$ cat src/rtl/alu_mul_seq.sv
// alu_mul_seq: multi-cycle WIDTH x WIDTH multiply sequencer (low half of product).
// Borrows the shared combinational ALU and runs shift-and-add: ADD, SHL, SHR per bit.
// Optional macro: MUL_EARLY_EXIT_EN -- finish as soon as the remaining multiplier is zero.
// Ports:
//   clk, reset (async, active-low)
//   req_valid/req_ready, op_a, op_b  : request handshake and operands
//   flush                            : synchronous abort back to IDLE
//   res_valid/res_ready, product     : result handshake and low WIDTH bits of op_a*op_b
//   alu_own, alu_a, alu_b, alu_op,
//   alu_sub, alu_ainv, alu_binv,
//   alu_shimm                        : ALU drive (all zero when alu_own is low)
//   alu_res                          : ALU result
module alu_mul_seq #(
  parameter int unsigned WIDTH = 16,
  parameter int unsigned ITER  = WIDTH
) (
  input  logic             clk,
  input  logic             reset,
  input  logic             req_valid,
  output logic             req_ready,
  input  logic [WIDTH-1:0] op_a,
  input  logic [WIDTH-1:0] op_b,
  input  logic             flush,
  output logic             res_valid,
  input  logic             res_ready,
  output logic [WIDTH-1:0] product,
  output logic             alu_own,
  output logic [WIDTH-1:0] alu_a,
  output logic [WIDTH-1:0] alu_b,
  output logic [2:0]       alu_op,
  output logic             alu_sub,
  output logic             alu_ainv,
  output logic             alu_binv,
  output logic             alu_shimm,
  input  logic [WIDTH-1:0] alu_res
);

  localparam int unsigned CW  = (ITER > 1) ? $clog2(ITER) : 1;
  localparam int unsigned OPW = 3;

  localparam logic [OPW-1:0] OP_ADD = OPW'(3'b000);
  localparam logic [OPW-1:0] OP_SHL = OPW'(3'b101);
  localparam logic [OPW-1:0] OP_SHR = OPW'(3'b111);

  typedef enum logic [2:0] {
    S_IDLE = 3'd0,
    S_ADD  = 3'd1,
    S_SHL  = 3'd2,
    S_SHR  = 3'd3,
    S_DONE = 3'd4
  } state_e;

  state_e           state_q, state_d;
  logic [WIDTH-1:0] acc_q, acc_d;
  logic [WIDTH-1:0] mcand_q, mcand_d;
  logic [WIDTH-1:0] mplier_q, mplier_d;
  logic [CW-1:0]    cnt_q, cnt_d;
  logic [WIDTH-1:0] product_q, product_d;
  logic             res_valid_q, res_valid_d;
  logic             last_iter_c;

  // State and datapath registers
  always_ff @(posedge clk or negedge reset) begin
    if (!reset) begin
      state_q     <= S_IDLE;
      acc_q       <= '0;
      mcand_q     <= '0;
      mplier_q    <= '0;
      cnt_q       <= '0;
      product_q   <= '0;
      res_valid_q <= 1'b0;
    end else begin
      state_q     <= state_d;
      acc_q       <= acc_d;
      mcand_q     <= mcand_d;
      mplier_q    <= mplier_d;
      cnt_q       <= cnt_d;
      product_q   <= product_d;
      res_valid_q <= res_valid_d;
    end
  end

  // Loop termination: fixed count, optionally cut short once the multiplier is exhausted
  always_comb begin
    last_iter_c = (cnt_q == CW'(ITER - 1));
`ifdef MUL_EARLY_EXIT_EN
    if (alu_res == '0) begin
      last_iter_c = 1'b1;
    end
`else
    last_iter_c = last_iter_c;
`endif
  end

  // Next-state and datapath update
  always_comb begin
    state_d   = state_q;
    acc_d     = acc_q;
    mcand_d   = mcand_q;
    mplier_d  = mplier_q;
    cnt_d     = cnt_q;
    product_d = product_q;

    if (flush && (state_q != S_IDLE)) begin
      // Abort: datapath holds, product keeps the last completed result
      state_d = S_IDLE;
    end else begin
      case (state_q)
        S_IDLE: begin
          if (req_valid && !flush) begin
            mcand_d  = op_a;
            mplier_d = op_b;
            acc_d    = '0;
            cnt_d    = '0;
            state_d  = S_ADD;
          end
        end
        S_ADD: begin
          if (mplier_q[0]) begin
            acc_d = alu_res;
          end
          state_d = S_SHL;
        end
        S_SHL: begin
          mcand_d = alu_res;
          state_d = S_SHR;
        end
        S_SHR: begin
          mplier_d = alu_res;
          cnt_d    = CW'(cnt_q + CW'(1));
          if (last_iter_c) begin
            product_d = acc_q;
            state_d   = S_DONE;
          end else begin
            state_d = S_ADD;
          end
        end
        S_DONE: begin
          if (res_ready) begin
            state_d = S_IDLE;
          end
        end
        default: state_d = S_IDLE;
      endcase
    end

    res_valid_d = (state_d == S_DONE);
  end

  // ALU drive and handshake decode from current state
  always_comb begin
    req_ready = (state_q == S_IDLE);
    alu_own   = 1'b0;
    alu_a     = '0;
    alu_b     = '0;
    alu_op    = '0;
    alu_sub   = 1'b0;
    alu_ainv  = 1'b0;
    alu_binv  = 1'b0;
    alu_shimm = 1'b0;
    case (state_q)
      S_ADD: begin
        alu_own = 1'b1;
        alu_op  = OP_ADD;
        alu_a   = acc_q;
        alu_b   = mcand_q;
      end
      S_SHL: begin
        alu_own   = 1'b1;
        alu_op    = OP_SHL;
        alu_a     = mcand_q;
        alu_b     = WIDTH'(1);
        alu_shimm = 1'b1;
      end
      S_SHR: begin
        alu_own   = 1'b1;
        alu_op    = OP_SHR;
        alu_a     = mplier_q;
        alu_b     = WIDTH'(1);
        alu_shimm = 1'b1;
      end
      default: ;
    endcase
  end

  assign product   = product_q;
  assign res_valid = res_valid_q;

endmodule

$ cat config.mk
export PLATFORM = sky130hd
export DESIGN_NAME = alu_mul_seq
export DESIGN_NICKNAME = d
export VERILOG_FILES = /design/src/rtl/alu_mul_seq.sv
export SDC_FILE = /design/constraint.sdc
export NUM_CORES = 1
export LEC_CHECK = 0
export CAP_MARGIN = 20
export CORE_ASPECT_RATIO = 0.6
export CORE_MARGIN = 5
export CORE_UTILIZATION = 47
export CTS_CLUSTER_DIAMETER = 40
export CTS_CLUSTER_SIZE = 14
export DETAILED_ROUTE_END_ITERATION = 8
export PLACE_DENSITY = 0.91
export SYNTH_ARGS = -nofsm -noshare
export SYNTH_HDL_FRONTEND = slang
export SYNTH_SLANG_ARGS = --single-unit
$ cat constraint.sdc
create_clock -name clk -period 2.9 [get_ports clk]
set_input_delay 0.29 -clock clk [delete_from_list [all_inputs] [get_ports clk]]
set_output_delay 0.29 -clock clk [all_outputs]
set_load 0.01 [all_outputs]
==> run summary, run 1 <==
TritonCTS Buffers: 9
largest family of logic cells by synthesized area: multiplexers
number of global-route vias before repair: 3254
number of antenna violations at the first check in global routing: 0
sw frac: 0.2742
final setup vio count: 0
YS warnings: 0
Adder-Cell Fraction of Synth Area: 0.003163
Seq/Total Area, Yosys: 0.4554
Max Fclk: 380.1 MHz
relative slew slack: 0.3974
Die H: 81.07 um
Crit. End Element: primary output
drt first pass iters: 4
Leak: 2.293 nW
commonest cells in the netlist: mux2_2, dfrtp_1, nor2_1
Setup crit start kind: register
Comb pwr share: 0.271
Initial Util: 0.4921
Detailed Place HPWL: 7568 um
first-pass GRT wire length: 17730 um
Crit Path Class: reg -> out
pwr dens: 624.7 nW/um^2
Avg WL per Cell: 19.87 um
Tmin final: 2.631 ns
wl on met1: 4959 um
power share of the clock group: 0.335
crit path max fanout: 31
R2R depth: 4
worst skew pair latency: 0.33 ns
RSZ-0062 raised after global routing: no
met3 WL: 838 um
htree depth: 3
Overflow after GRT: 0
Cells after Synth: 339
Critical Path AT: 2.34 ns
io pins: 111
top-count cell post-synth: mux2_2
share of post-route cells with drive strength above 1: 0.2969
Total Wirelength: 11050 um
routed vias: 3034
CTS Sinks: 72
fin cells: 556
Flop pwr share: 0.394
reg2reg setup slack: 0.40 ns
Pint: 0.002450 W
site row count: 25
DRC violations left: 0
DR top layer: met4
source of the critical timing path: state_q[2]
core region area: 8039 um^2
final setup margin: 0.2688 ns
Final Max Slew Viols: 0
synth top area cells: dfrtp_1, mux2_2, mux2i_1
gpl congestion: 0.8305
Top FF cell, synth: dfrtp_1
area delta synth->final: 36.59%
Final Cycle Share: 0.9073
vias per inst: 5.457
number of flops mapped to enable cells by yosys: 0
XOR/XNOR Fraction of Synth Area: 0.002214
Setup crit end: alu_b[4]
DRT iter0 DRCs: 218
multiplexer share of the synthesized area: 0.3216
worst slack, placed: 0.5106 ns
status: finished clean
Simple-Gate Fraction of Synth Area: 0.1044
post-synth top area share: 0.4554
Final Hold Fails: 0
Avg Inst Size Synth: 11.67 um^2
CTS max path bufs: 2
Post-Place Cells: 541
Clock Pin Slew Worst Setup and Hold Paths: 0.05 ns
Die ar.: 10410 um^2
worst hold margin: 0.07871 ns
Worst R2R End: product[10]
cell accounting for the most synthesized area: dfrtp_1
post-route ant nets: 0
clk_skew: 0.004162 ns
Req. time, crit path: 2.61 ns
Die Width: 128.4 um
WL met2: 5122 um
VDD IR-drop max: 334.5 uV
flops & latches, synth: 72
Slew @ Worst Pin: 0.9039 ns
FF-to-FF Start: state_q[2]
Final nets: 498
CTS tree: yes
ys async rst share: 1.000
Synth Cell Area: 3956 um^2
gr usage total: 0.2237
root buf cell: clkbuf_16
Hold Crit Class: in -> async
I/O Buffers: 107
ANT cells: 0
total negative slack: 0 ns
Psw: 0.0009256 W
max-cap violations: 0
total chip power: 0.003376 W
post-synthesis compound-gate area fraction: 0.04681
Yosys cell types: 34
largest net degree at the start of global routing: 73
-- flip-flops by register name, indices dropped and copies added, names as in the netlist --
name,count
cnt_q,4
mplier_q,16
product,16
state_q,3
mcand_q,16
acc_q,16
res_valid,1
-- per-stage QoR --
stage	instance area (um^2)	utilization
6_report	5404	0.6722
5_1_grt	5404	0.6722
4_1_cts	5399	0.6716
3_5_place_dp	5091	0.6333
3_3_place_gp	5091	0.6333
2_1_floorplan	3964	-
-- power by group through the flow --
| stage | Clock [W] | Combinational, W | Sequential (W) |
|---|---|---|---|
| final | 0.00113 | 0.000916 | 0.00133 |
| after global routing | 0.00119 | 0.000998 | 0.00135 |
| after CTS | 0.00114 | 0.000924 | 0.00133 |
| after detailed placement | 0 | 0.000908 | 0.00134 |
| after global placement | 0 | 0.000881 | 0.00133 |
| after floorplan | 0 | 0.000559 | 0.00129 |
-- cell families (layout without fill, tap and decap cells) --
logic type | Yosys count | in the layout
buf+inv | 48 | 155
fa+ha+maj | 1 | 1
other cells | 1 | 3
xor+xnor | 1 | 1
flops | 72 | 72
compound gates | 25 | 25
mux | 115 | 115
simple gates | 76 | 76
-- layout make-up --
type	count	area, um^2
flip-flops and latches	72	1802
multi-input cells	221	1922
clock inverters	2	37.54
clock buffers	13	270.3
fillers	579	2635
inverters	21	78.83
well taps	108	135.1
repair buffers	119	1159
-- per-layer routing --
| metal | vias up | track usage |
|---|---|---|
| met3 | 14 | 0.07096 |
| met4 | 0 | 0.04449 |
| met2 | 125 | 0.3650 |
| met1 | 1518 | 0.2963 |
| li1 | 1377 | - |
| met5 | - | 0 |
-- what timing repair did --
item                       in CTS  in global routing
hold buffers                    0                  0
buffers inserted                0                  0
setup endpoints to repair       0                  5
resized for setup               0                  1
-- cell usage in the layout (no fill, tap or decap), types with 2 or more instances in the layout --
cell type / n
a21oi_1: 2
a22oi_1: 16
and2_1: 15
buf_4: 13
clkbuf_16: 9
clkbuf_8: 3
clkdlybuf4s50_1: 106
conb_1: 3
dfrtp_1: 72
inv_1: 21
mux2_2: 97
mux2i_1: 18
nand2_1: 17
nand4_1: 2
nor2_1: 25
nor2b_1: 3
nor3_1: 2
nor3_4: 2
o21ai_0: 3
-- how the worst min path moves through the flow --
stage	endpoint	slack, ns	cells past startpoint
CTS	acc_q[0]	0.13	1
global placement	product[15]	0.46	1
floorplan	acc_q[0]	-0.006	0
detailed placement	acc_q[0]	0.48	1
global route	acc_q[0]	0.16	1
finish	mcand_q[15]	0.08	1
-- critical path: stages, from the launching register on --
cell and delay, ns:
dfrtp_1 0.64, nor3b_2 0.25, buf_4 0.36, and2_1 0.20
clkdlybuf4s50_1 0.55
No activity file was read; power rests on OpenSTA's default activity.
==> run 2, diff against run 1 <==
- CTS_BUF_LIST: not set -> sky130_fd_sc_hd__clkbuf_8
- CTS_CLUSTER_SIZE: 14 -> not set
==> run summary, run 2 (same netlist as run 1, synthesis figures left out) <==
status: finished clean
Slew @ Worst Pin: 0.9035 ns
Setup crit end: alu_b[4]
Final Max Slew Viols: 0
Crit Path Class: reg -> out
Max Fclk: 376.4 MHz
FF-to-FF Start: state_q[2]
Die H: 81.07 um
VDD IR-drop max: 260.3 uV
Critical Path AT: 2.37 ns
routed vias: 3017
crit path cell chain: nor3b_2 > buf_4 > and2_1 > clkdlybuf4s50_1
Max stage delay on crit path: 0.64 ns
DRC violations left: 0
root buf cell: clkbuf_8
Crit. End Element: primary output
Clock Pin Slew Worst Setup and Hold Paths: 0.07 ns
Final Hold Fails: 0
Final nets: 498
dpl cell area: 5091 um^2
crit path max fanout: 31
Die Width: 128.4 um
site row count: 25
RSZ-0062 raised after global routing: no
source of the critical timing path: state_q[2]
Die ar.: 10410 um^2
CTS Sinks: 72
post-CTS setup buffers: 0
final setup vio count: 0
max-cap violations: 0
clk_skew: 0.005134 ns
number of global-route vias before repair: 3218
Leak: 2.251 nW
Post-CTS Hold Fix Bufs: 0
post-route ant nets: 0
worst skew pair latency: 0.36 ns
Setup crit start kind: register
CP max stage cell: dfrtp_1
R2R depth: 4
Total Wirelength: 10770 um
Overflow after GRT: 0
Hold Crit Class: in -> async
DRT iter0 DRCs: 280
commonest non-fill, non-tap cell in the layout: clkdlybuf4s50_1
I/O Buffers: 107
total negative slack: 0 ns
Initial Util: 0.4921
TritonCTS Buffers: 9
first-pass GRT wire length: 17390 um
drt first pass iters: 4
Final Cycle Share: 0.9161
PostCTS Resize Cnt: 0
htree depth: 3
total chip power: 0.003069 W
core region area: 8039 um^2
Detailed Place HPWL: 7568 um
final setup margin: 0.2434 ns
most frequent cells in the layout: clkdlybuf4s50_1, mux2_2, dfrtp_1
reg2reg setup slack: 0.43 ns
gpl congestion: 0.8305
io pins: 111
Tmin final: 2.657 ns
Worst R2R End: product[1]
vias per inst: 5.426
gr usage total: 0.2189
relative slew slack: 0.3977
CTS tree: yes
share of post-route cells with drive strength above 1: 0.2969
post-layout util: 0.6596
ANT cells: 0
CTS max path bufs: 2
number of antenna violations at the first check in global routing: 0
design area: 5303 um^2
worst slack, placed: 0.5106 ns
largest net degree at the start of global routing: 73
pwr dens: 578.8 nW/um^2
Avg WL per Cell: 19.37 um
area delta synth->final: 34.03%
Req. time, crit path: 2.61 ns
==> run 2: changes by cell type in the layout (fill, tap and decap cells not counted), sizes merged <==
| cell | change |
|---|---|
| inv | +1 |
| clkbuf | -1 |
==> run 2: layout make-up <==
class                           instances  area (um^2)
Clock buffer                           12        165.2
Clock inverter                          3        41.29
Fill cell                             586         2736
Inverter                               21        78.83
Multi-Input combinational cell        221         1922
Sequential cell                        72         1802
Tap cell                              108        135.1
Timing Repair Buffer                  119         1159
==> run 2: critical path, delay by kind of cell, from the launching register on <==
kind | cells | cell delay (ns)
buffers and inverters | 2 | 0.90
DFF | 1 | 0.64
and+or+nand+nor | 2 | 0.45
==> run 2: metal layers <==
metal	track usage	part of all wire	up-vias
li1	-	-	1372
met1	0.2862	0.44	1490
met2	0.3510	0.46	140
met3	0.07950	0.092	15
met4	0.04979	0.013	0
met5	0	0	-
==> run 2: report_power, final <==
group          internal [W]  switching (W)  total [W]
clock              0.000460       0.000375   0.000835
sequential          0.00119       0.000132    0.00132
combinational      0.000523       0.000386   0.000910
==> run 2: worst min-delay path by stage <==
stage                       end  slack [ns]  depth (start not counted)
floorplan              acc_q[0]      -0.006                          0
global placement    product[15]        0.46                          1
detailed placement     acc_q[0]        0.48                          1
CTS                 mplier_q[0]        0.09                          1
global route           acc_q[0]        0.13                          1
finish              mcand_q[15]        0.06                          1
==> run 2: metrics by stage <==
step           hold slack [ns]  cells
4_1_cts                0.09322    556
5_1_grt                 0.1261    556
6_report               0.06190    556
2_1_floorplan        -0.005591    341
3_5_place_dp            0.4796    541
3_3_place_gp            0.4621    541
